## config.mk

```make
export PLATFORM = sky130hd
export DESIGN_NAME = yutorina_exp_unit
export DESIGN_NICKNAME = d
export VERILOG_FILES = /design/src/rtl/yutorina_exp_unit.sv
export SDC_FILE = /design/constraint.sdc
export NUM_CORES = 1
export LEC_CHECK = 0
export CORE_UTILIZATION = 40
export DETAILED_ROUTE_END_ITERATION = 10
export PLACE_DENSITY = 0.81
export SLEW_MARGIN = 20
export SYNTH_ARGS = -nofsm -noshare
export SYNTH_HDL_FRONTEND = slang
export SYNTH_SLANG_ARGS = --single-unit
```

## constraint.sdc

```tcl
create_clock -name clk -period 2.25 [get_ports clk]
set_clock_uncertainty 0.2 [all_clocks]
set_input_delay 0.3375 -clock clk [delete_from_list [all_inputs] [get_ports clk]]
set_output_delay 0.3375 -clock clk [all_outputs]
set_load 0.05 [all_outputs]
```

## src/rtl/yutorina_exp_unit.sv

```systemverilog
// yutorina_exp_unit: MEM-stage exception source for the Yutorina pipeline.
// Picks one event per retiring instruction (propagated exception first, then
// enabled external interrupt), reports it to the controller, waits for the
// flush and redirects fetch to the handler. Owns STATUS/CAUSE/EPC and ERET.
module yutorina_exp_unit #(
    parameter int unsigned        ADDR_W  = 30,
    parameter int unsigned        EXP_W   = 3,
    parameter logic [ADDR_W-1:0]  VECTOR  = ADDR_W'(4),
    parameter logic [EXP_W-1:0]   EXP_IRQ = EXP_W'(6)
) (
    input  logic              clk,
    input  logic              rst,
    input  logic              stall,
    input  logic              flush,
    input  logic              mem_valid,
    input  logic [ADDR_W-1:0] mem_pc,
    input  logic [EXP_W-1:0]  mem_exp,
    input  logic              mem_eret,
    input  logic              irq_req,
    input  logic              csr_we,
    input  logic [1:0]        csr_addr,
    input  logic [31:0]       csr_wdata,
    output logic [31:0]       csr_rdata,
    output logic [EXP_W-1:0]  exp_code,
    output logic              exp_en_,
    output logic              new_pc_en,
    output logic [ADDR_W-1:0] new_pc
);

    localparam int unsigned DATA_W = 32;
    localparam logic [1:0]  CSR_STATUS = 2'd0;
    localparam logic [1:0]  CSR_CAUSE  = 2'd1;
    localparam logic [1:0]  CSR_EPC    = 2'd2;

    typedef enum logic [1:0] {
        ST_IDLE       = 2'd0,
        ST_REPORT     = 2'd1,
        ST_WAIT_FLUSH = 2'd2,
        ST_REDIRECT   = 2'd3
    } state_e;

    state_e             state_q, state_d;
    logic [EXP_W-1:0]   exp_code_q, exp_code_d;
    logic               exp_en_n_q, exp_en_n_d;
    logic               new_pc_en_q, new_pc_en_d;
    logic [ADDR_W-1:0]  new_pc_q, new_pc_d;
    logic [ADDR_W-1:0]  epc_q, epc_d;
    logic [EXP_W-1:0]   cause_q, cause_d;
    logic               ie_q, ie_d;
    logic               sie_q, sie_d;

    logic               sample;
    logic               take_exp;
    logic               take_irq;
    logic               take_eret;

    // An instruction only counts when it really retires this cycle.
    assign sample    = mem_valid && !stall;
    assign take_exp  = sample && (mem_exp != '0);
    assign take_irq  = sample && irq_req && ie_q;
    assign take_eret = sample && mem_eret;

    // Next-state, CSR update and registered-output computation.
    always_comb begin
        state_d     = state_q;
        exp_code_d  = exp_code_q;
        exp_en_n_d  = exp_en_n_q;
        new_pc_en_d = new_pc_en_q;
        new_pc_d    = new_pc_q;
        epc_d       = epc_q;
        cause_d     = cause_q;
        ie_d        = ie_q;
        sie_d       = sie_q;

        // Software CSR writes land first so that hardware updates below win.
        if (csr_we) begin
            case (csr_addr)
                CSR_STATUS: begin
                    ie_d  = csr_wdata[0];
                    sie_d = csr_wdata[1];
                end
                CSR_CAUSE: cause_d = csr_wdata[EXP_W-1:0];
                CSR_EPC:   epc_d   = csr_wdata[ADDR_W+1:2];
                default:   ;
            endcase
        end

        case (state_q)
            ST_IDLE: begin
                if (take_exp || take_irq) begin
                    epc_d      = mem_pc;
                    cause_d    = take_exp ? mem_exp : EXP_IRQ;
                    exp_code_d = take_exp ? mem_exp : EXP_IRQ;
                    sie_d      = ie_q;
                    ie_d       = 1'b0;
                    exp_en_n_d = 1'b0;
                    state_d    = ST_REPORT;
                end else if (take_eret) begin
                    ie_d        = sie_q;
                    new_pc_d    = epc_q;
                    new_pc_en_d = 1'b1;
                    state_d     = ST_REDIRECT;
                end
            end
            ST_REPORT: begin
                // Strobe is exactly one cycle wide, stall or not.
                exp_en_n_d = 1'b1;
                exp_code_d = '0;
                state_d    = ST_WAIT_FLUSH;
            end
            ST_WAIT_FLUSH: begin
                if (flush) begin
                    new_pc_d    = VECTOR;
                    new_pc_en_d = 1'b1;
                    state_d     = ST_REDIRECT;
                end
            end
            ST_REDIRECT: begin
                // Hold the redirect until fetch can accept it.
                if (!stall) begin
                    new_pc_en_d = 1'b0;
                    state_d     = ST_IDLE;
                end
            end
            default: state_d = ST_IDLE;
        endcase
    end

    // State and CSR registers with synchronous reset.
    always_ff @(posedge clk) begin
        if (rst) begin
            state_q     <= ST_IDLE;
            exp_code_q  <= '0;
            exp_en_n_q  <= 1'b1;
            new_pc_en_q <= 1'b0;
            new_pc_q    <= '0;
            epc_q       <= '0;
            cause_q     <= '0;
            ie_q        <= 1'b0;
            sie_q       <= 1'b0;
        end else begin
            state_q     <= state_d;
            exp_code_q  <= exp_code_d;
            exp_en_n_q  <= exp_en_n_d;
            new_pc_en_q <= new_pc_en_d;
            new_pc_q    <= new_pc_d;
            epc_q       <= epc_d;
            cause_q     <= cause_d;
            ie_q        <= ie_d;
            sie_q       <= sie_d;
        end
    end

    // Combinational CSR read; EPC is presented as a byte address.
    always_comb begin
        csr_rdata = '0;
        case (csr_addr)
            CSR_STATUS: csr_rdata = DATA_W'({sie_q, ie_q});
            CSR_CAUSE:  csr_rdata = DATA_W'(cause_q);
            CSR_EPC:    csr_rdata = DATA_W'({epc_q, 2'b00});
            default:    csr_rdata = '0;
        endcase
    end

    assign exp_code  = exp_code_q;
    assign exp_en_   = exp_en_n_q;
    assign new_pc_en = new_pc_en_q;
    assign new_pc    = new_pc_q;

endmodule

```

==> impl_results.md, run 1 <==
- Status: finished, final reports clean
- Die area: 8540 um2
- Dominant cell type by area after synthesis: dfxtp_1
- Worst-margin pin slew: 0.554 ns
- Final worst setup slack: 0.0825 ns
- Unrepaired setup endpoints after global routing: false
- Startpoint Class: input port
- Area of the multi-input gates: 1670 um2
- Total Power: 3.74 mW
- Post-DP HPWL: 7.55 mm
- Cell Chain, Critical Path: clkdlybuf4s50_1, nor2b_4, buf_4, and2_1, buf_12
- FF/Latch Area: 1440 um2
- I/O Buffers: 141
- Synth Register Bits: 72
- Final setup violation count: 0
- CP Capture Type: output pin
- Setup TNS: 0 ns
- DR iter-0 viols: 179
- Die H: 92.4 um
- YS warnings: 0
- Syn Area/Cell: 8.72 um2
- P_leak: 2.09 nW
- Maximum number of pins on one net before global-route repair: 52
- GRT overflow: 0
- RePlAce Congestion: 0.884
- Slew headroom: 63.0%
- Fin. max-slew vios: 0
- Register clock-pin slew on the reported worst setup and hold paths: 0.07 ns
- Routed wire length: 10.5 mm
- Core area: 7810 um2
- CP Class: in2out
- # clock sinks: 72
- Fin. Hold Viols: 0
- Layout Cells excl Fill: 632
- Power per cell area: 685 nW/um2
- Total track usage: 25.0%
- Hold Crit Class: in2reg
- DP Cell Count: 615
- Layout area overhead: 67.1%
- Nets: 605
- ANT cells: 0
- Fraction of layout instances using a drive strength above 1: 15.8%
- VDD IR max: 639 uV
- Initial antenna violation count: 0
- Syn nets: 455
- Ports: 142
- Fin crit period: 2.17 ns
- DR vias: 3554
- Final Util: 70.0%
- Mapped Area: 3270 um2
- Dpl cell area: 5270 um2
- CTS tree: yes
- Worst path slowest cell: clkdlybuf4s50_1
- Critical path peak fanout: 8
- Htree depth: 3
- Max-capacitance violation count: 0
- Final Instance Area: 5470 um2
- Clock buffer count from CTS: 9
- Num rows: 32
- Skew-Pair Late Insertion Delay: 0.33 ns
- Synth top area share: 44.1%
- DP Worst Slack: -0.228 ns
- Post-CTS Repair Setup Buffers: 0
- TritonRoute pass-1 iters: 5
- Fill cells: 584
- Required arrival time at the worst endpoint: 1.71 ns
- Bufs on Longest Clock Path: 2
- Remaining routing DRC violations: 0
- Worst hold slack: 0.154 ns
- CP peak stage delay: 0.48 ns
- Most area-consuming cells after synthesis: dfxtp_1, a311oi_1, a22o_1
- Sequential area share after synthesis: 44.1%
- Initial core utilization: 41.9%
- Cells after synthesis: 375
- Clk Tree Root Cell: clkbuf_8
- Die width: 92.4 um
- Netlist cell types: 39
- Via density: 5.62
- First-pass GRT wire length: 16.9 mm
- Peak Freq: 0.461 GHz
- Vias in the first global route: 3414
- DRT antenna net count: 0
- Tcrit/Tclk final: 96.3%
- Arrival time at the worst endpoint: 1.63 ns
- Wire length per cell: 16.7 um
per-layer routing:
metal	part of all wire (%)	track usage (%)	up-vias
met5	0	0	-
met4	2.2	10.8	0
met3	6.3	4.84	19
met2	50	43.4	166
met1	42	29.9	1699
li1	-	-	1670
layout make-up:
class	count	area share [%]
inverter	6	0.412
clock buffer	13	2.72
tap	102	2.34
clock inverter	3	0.321
sequential	72	26.4
timing repair buffer	173	37.2
multi-input combinational	263	30.6
critical path, delay by kind of cell:
kind                   cells  cell delay (ns)
buffers and inverters      3             0.83
AND/OR/NAND/NOR            2             0.45
Yosys cell counts:
master	instances
clkbuf_1	22
a21oi_1	7
a221o_1	1
o32ai_1	1
nor2_1	44
a2111oi_0	1
buf_1	4
nand3_1	32
and2_1	29
nand2b_1	2
nor4_1	2
nand2_1	36
a211oi_1	3
mux2_2	1
o41ai_1	1
a2111oi_4	1
or3_1	2
o221ai_1	2
a311oi_1	30
buf_4	1
ha_1	5
a21o_1	1
nor3_1	5
nor2b_1	3
o21a_1	2
o21ai_0	4
o211ai_1	1
nor3b_1	2
nand3b_1	3
dfxtp_1	72
o31a_1	1
buf_6	2
a2111o_1	1
inv_1	6
a32oi_1	1
mux2i_1	6
a31oi_1	4
a22o_1	29
buf_2	5
logic make-up (layout without fill, tap and decap cells):
| group | after synthesis | after routing | synth area share (%) |
|---|---|---|---|
| AND/OR/NAND/NOR | 160 | 160 | 23.3 |
| AO/OA/AOI/OAI | 91 | 91 | 23.2 |
| flip-flops | 72 | 72 | 44.1 |
| buffers and inverters | 40 | 195 | 5.36 |
| multiplexers | 7 | 7 | 2.18 |
| adder cells (fa/ha/maj) | 5 | 5 | 1.91 |
registers in the layout, summed over array words and instances, names as in the netlist:
signal / cells
ie_q: 1
exp_en_: 1
new_pc: 30
new_pc_en: 1
epc_q: 30
sie_q: 1
state_q: 2
cause_q: 3
exp_code: 3
power breakdown:
part	internal [mW]	total [mW]	switching, mW	leakage (nW)
Combinational	0.585	1.33	0.745	1.42
Clock	0.429	0.897	0.469	0.0834
Sequential	1.41	1.52	0.105	0.587
repair_timing:
item                       in CTS  in global routing
hold buffers                    0                  0
gates resized for setup         0                  1
setup endpoints to repair       0                 37
layout by cell type, fill, tap and decap left out, types with 7 or more instances in the layout:
master,synthesis,layout
dfxtp_1,72,72
nand2_1,36,36
a21oi_1,7,7
nand3_1,32,31
buf_12,0,36
a311oi_1,30,30
buf_4,1,27
clkdlybuf4s50_1,0,108
clkbuf_8,0,10
nor2_1,44,44
a22o_1,29,29
and2_1,29,29
worst paths after layout:
kind / slack [ns] / end / cells after the start / startpoint
worst min register to register: 0.28 / new_pc[16]$_SDFFE_PP0P_ / 1 / new_pc[16]$_SDFFE_PP0P_
worst max-delay path: 0.08 / csr_rdata[13] / 5 / csr_addr[1]
worst max register to register: 0.13 / new_pc[13]$_SDFFE_PP0P_ / 7 / state_q[0]$_SDFFE_PP0P_
worst min-delay path: 0.15 / exp_en_$_SDFFE_PP1P_ / 3 / rst
Note: power is estimated with default switching activity, not from simulation.
==> run 2, diff against run 1 <==
==> constraint.sdc (replaced) <==
create_clock -name clk -period 2.5 [get_ports clk]
set_clock_uncertainty 0.2 [all_clocks]
set_input_delay 0.375 -clock clk [delete_from_list [all_inputs] [get_ports clk]]
set_output_delay 0.375 -clock clk [all_outputs]
set_load 0.05 [all_outputs]
==> impl_results.md, run 2 (synthesized netlist as in run 1, its figures left out) <==
- Post-DP HPWL: 7.45 mm
- First-pass GRT wire length: 16.6 mm
- TritonRoute pass-1 iters: 4
- Ports: 142
- Tcrit/Tclk final: 94.4%
- Hold Crit Class: in2reg
- Layout area overhead: 64.0%
- Critical path's most frequent cell: buf_12
- Critical path peak fanout: 61
- Clk Tree Root Cell: clkbuf_8
- Skew-Pair Late Insertion Delay: 0.35 ns
- Total track usage: 24.9%
- Final setup violation count: 0
- Cell Chain, Critical Path: clkdlybuf4s50_1, nor2b_4, buf_12, and2_1, buf_12
- Num rows: 32
- Fin. Hold Viols: 0
- Worst path slowest cell: clkdlybuf4s50_1
- Status: finished, final reports clean
- Die width: 92.4 um
- Dpl cell area: 5160 um2
- Wire length per cell: 17.1 um
- VDD IR max: 530 uV
- P_leak: 2.01 nW
- RePlAce Congestion: 0.872
- Slew headroom: 53.8%
- Fill cells: 626
- Core area: 7810 um2
- Post-CTS Resized: 0
- Remaining routing DRC violations: 0
- Maximum number of pins on one net before global-route repair: 62
- Clock buffer count from CTS: 9
- Routed wire length: 10.5 mm
- Max-capacitance violation count: 0
- Hold Path Cell Cnt: 2
- Post-CTS Repair Setup Buffers: 0
- Register clock-pin slew on the reported worst setup and hold paths: 0.08 ns
- CP Class: in2out
- Fin crit period: 2.36 ns
- Fraction of layout instances using a drive strength above 1: 13.6%
- Final Instance Area: 5370 um2
- ANT cells: 0
- Die H: 92.4 um
- Htree depth: 3
- Total Power: 3.47 mW
- R2R depth: 6
- Hold Buf Count CTS: 0
- Most frequent cells in the layout: clkdlybuf4s50_1, dfxtp_1, nor2_1, nand2_1, buf_12
- CTS tree: yes
- Required arrival time at the worst endpoint: 1.92 ns
- Vias in the first global route: 3394
- Initial core utilization: 41.9%
- Worst-margin pin slew: 0.675 ns
- DRT antenna net count: 0
- Fin. max-slew vios: 0
- DP Cell Count: 600
- DR vias: 3473
- # clock sinks: 72
- Via density: 5.64
- Commonest non-fill, non-tap cell in the layout: clkdlybuf4s50_1
- Nets: 589
- Power per cell area: 647 nW/um2
- Final worst setup slack: 0.140 ns
- CP Capture Type: output pin
- Layout Cells excl Fill: 616
- Unrepaired setup endpoints after global routing: false
- DP Worst Slack: -0.0155 ns
- GRT overflow: 0
- CP peak stage delay: 0.55 ns
- Bufs on Longest Clock Path: 2
- I/O Buffers: 141
- Peak Freq: 0.424 GHz
- Initial antenna violation count: 0
- Worst hold slack: 0.230 ns
- Arrival time at the worst endpoint: 1.78 ns
- Die area: 8540 um2
- Startpoint Class: input port
- DR iter-0 viols: 139
-- run 2: cell count changes in the layout (fill, tap and decap cells not counted), sizes merged --
cell,previous run,this run
buf,64,49
clkbuf,14,10
clkinvlp,1,3
bufinv,0,1
clkinv,2,1
inv,6,7
-- run 2: where the power goes --
part | leakage (nW) | switching [mW] | internal (mW) | total [mW]
combinational | 1.33 | 0.667 | 0.498 | 1.17
sequential | 0.587 | 0.0923 | 1.27 | 1.36
clock | 0.0949 | 0.454 | 0.489 | 0.943
-- run 2: critical path: cells and delay by family --
kind | cells | cell delay (ns)
buffers and inverters | 3 | 0.94
AND/OR/NAND/NOR | 2 | 0.43
-- run 2: worst paths after layout --
check                               start                       end  slack (ns)
setup / recovery              csr_addr[1]             csr_rdata[13]        0.14
hold / removal                        rst  exp_code[0]$_SDFFE_PP0P_        0.23
setup reg to reg  state_q[0]$_SDFFE_PP0P_   new_pc[20]$_SDFFE_PP0P_        0.31
hold reg to reg    new_pc[2]$_SDFFE_PP0P_    new_pc[2]$_SDFFE_PP0P_        0.25
-- run 2: metrics by stage --
stage,TNS (ns),utilization (%)
after floorplan,0,-
after global placement,0,66.1
after detailed placement,-0.0155,66.1
after CTS,0,68.7
after global routing,0,68.7
final,0,68.7
-- run 2: routing by layer --
metal / wire [um] / track usage [%] / up-vias / share of wire [%]
met1: 4330 / 29.7 / 1666 / 41
met4: 199 / 8.20 / 0 / 1.9
met2: 5300 / 43.5 / 156 / 50
li1: - / - / 1635 / -
met3: 702 / 6.40 / 16 / 6.7
met5: 0 / 0 / - / 0
-- run 2: layout make-up --
cell class | instances | area [um2] | area share, %
repair buffers | 157 | 1900 | 35.4
inverters | 6 | 22.5 | 0.420
well taps | 102 | 128 | 2.38
clock inverters | 6 | 66.3 | 1.24
clock buffers | 10 | 138 | 2.57
multi-input cells | 263 | 1670 | 31.2
flip-flops and latches | 72 | 1440 | 26.9
==> run 3, diff against run 2 <==
--- a/config.mk
+++ b/config.mk
@@ -8,7 +8,6 @@
 export CORE_UTILIZATION = 40
 export DETAILED_ROUTE_END_ITERATION = 10
 export PLACE_DENSITY = 0.81
-export SLEW_MARGIN = 20
 export SYNTH_ARGS = -nofsm -noshare
 export SYNTH_HDL_FRONTEND = slang
 export SYNTH_SLANG_ARGS = --single-unit
==> results of run 3 <==
No change in the layout: final DEF, timing and power equal those of run 2.
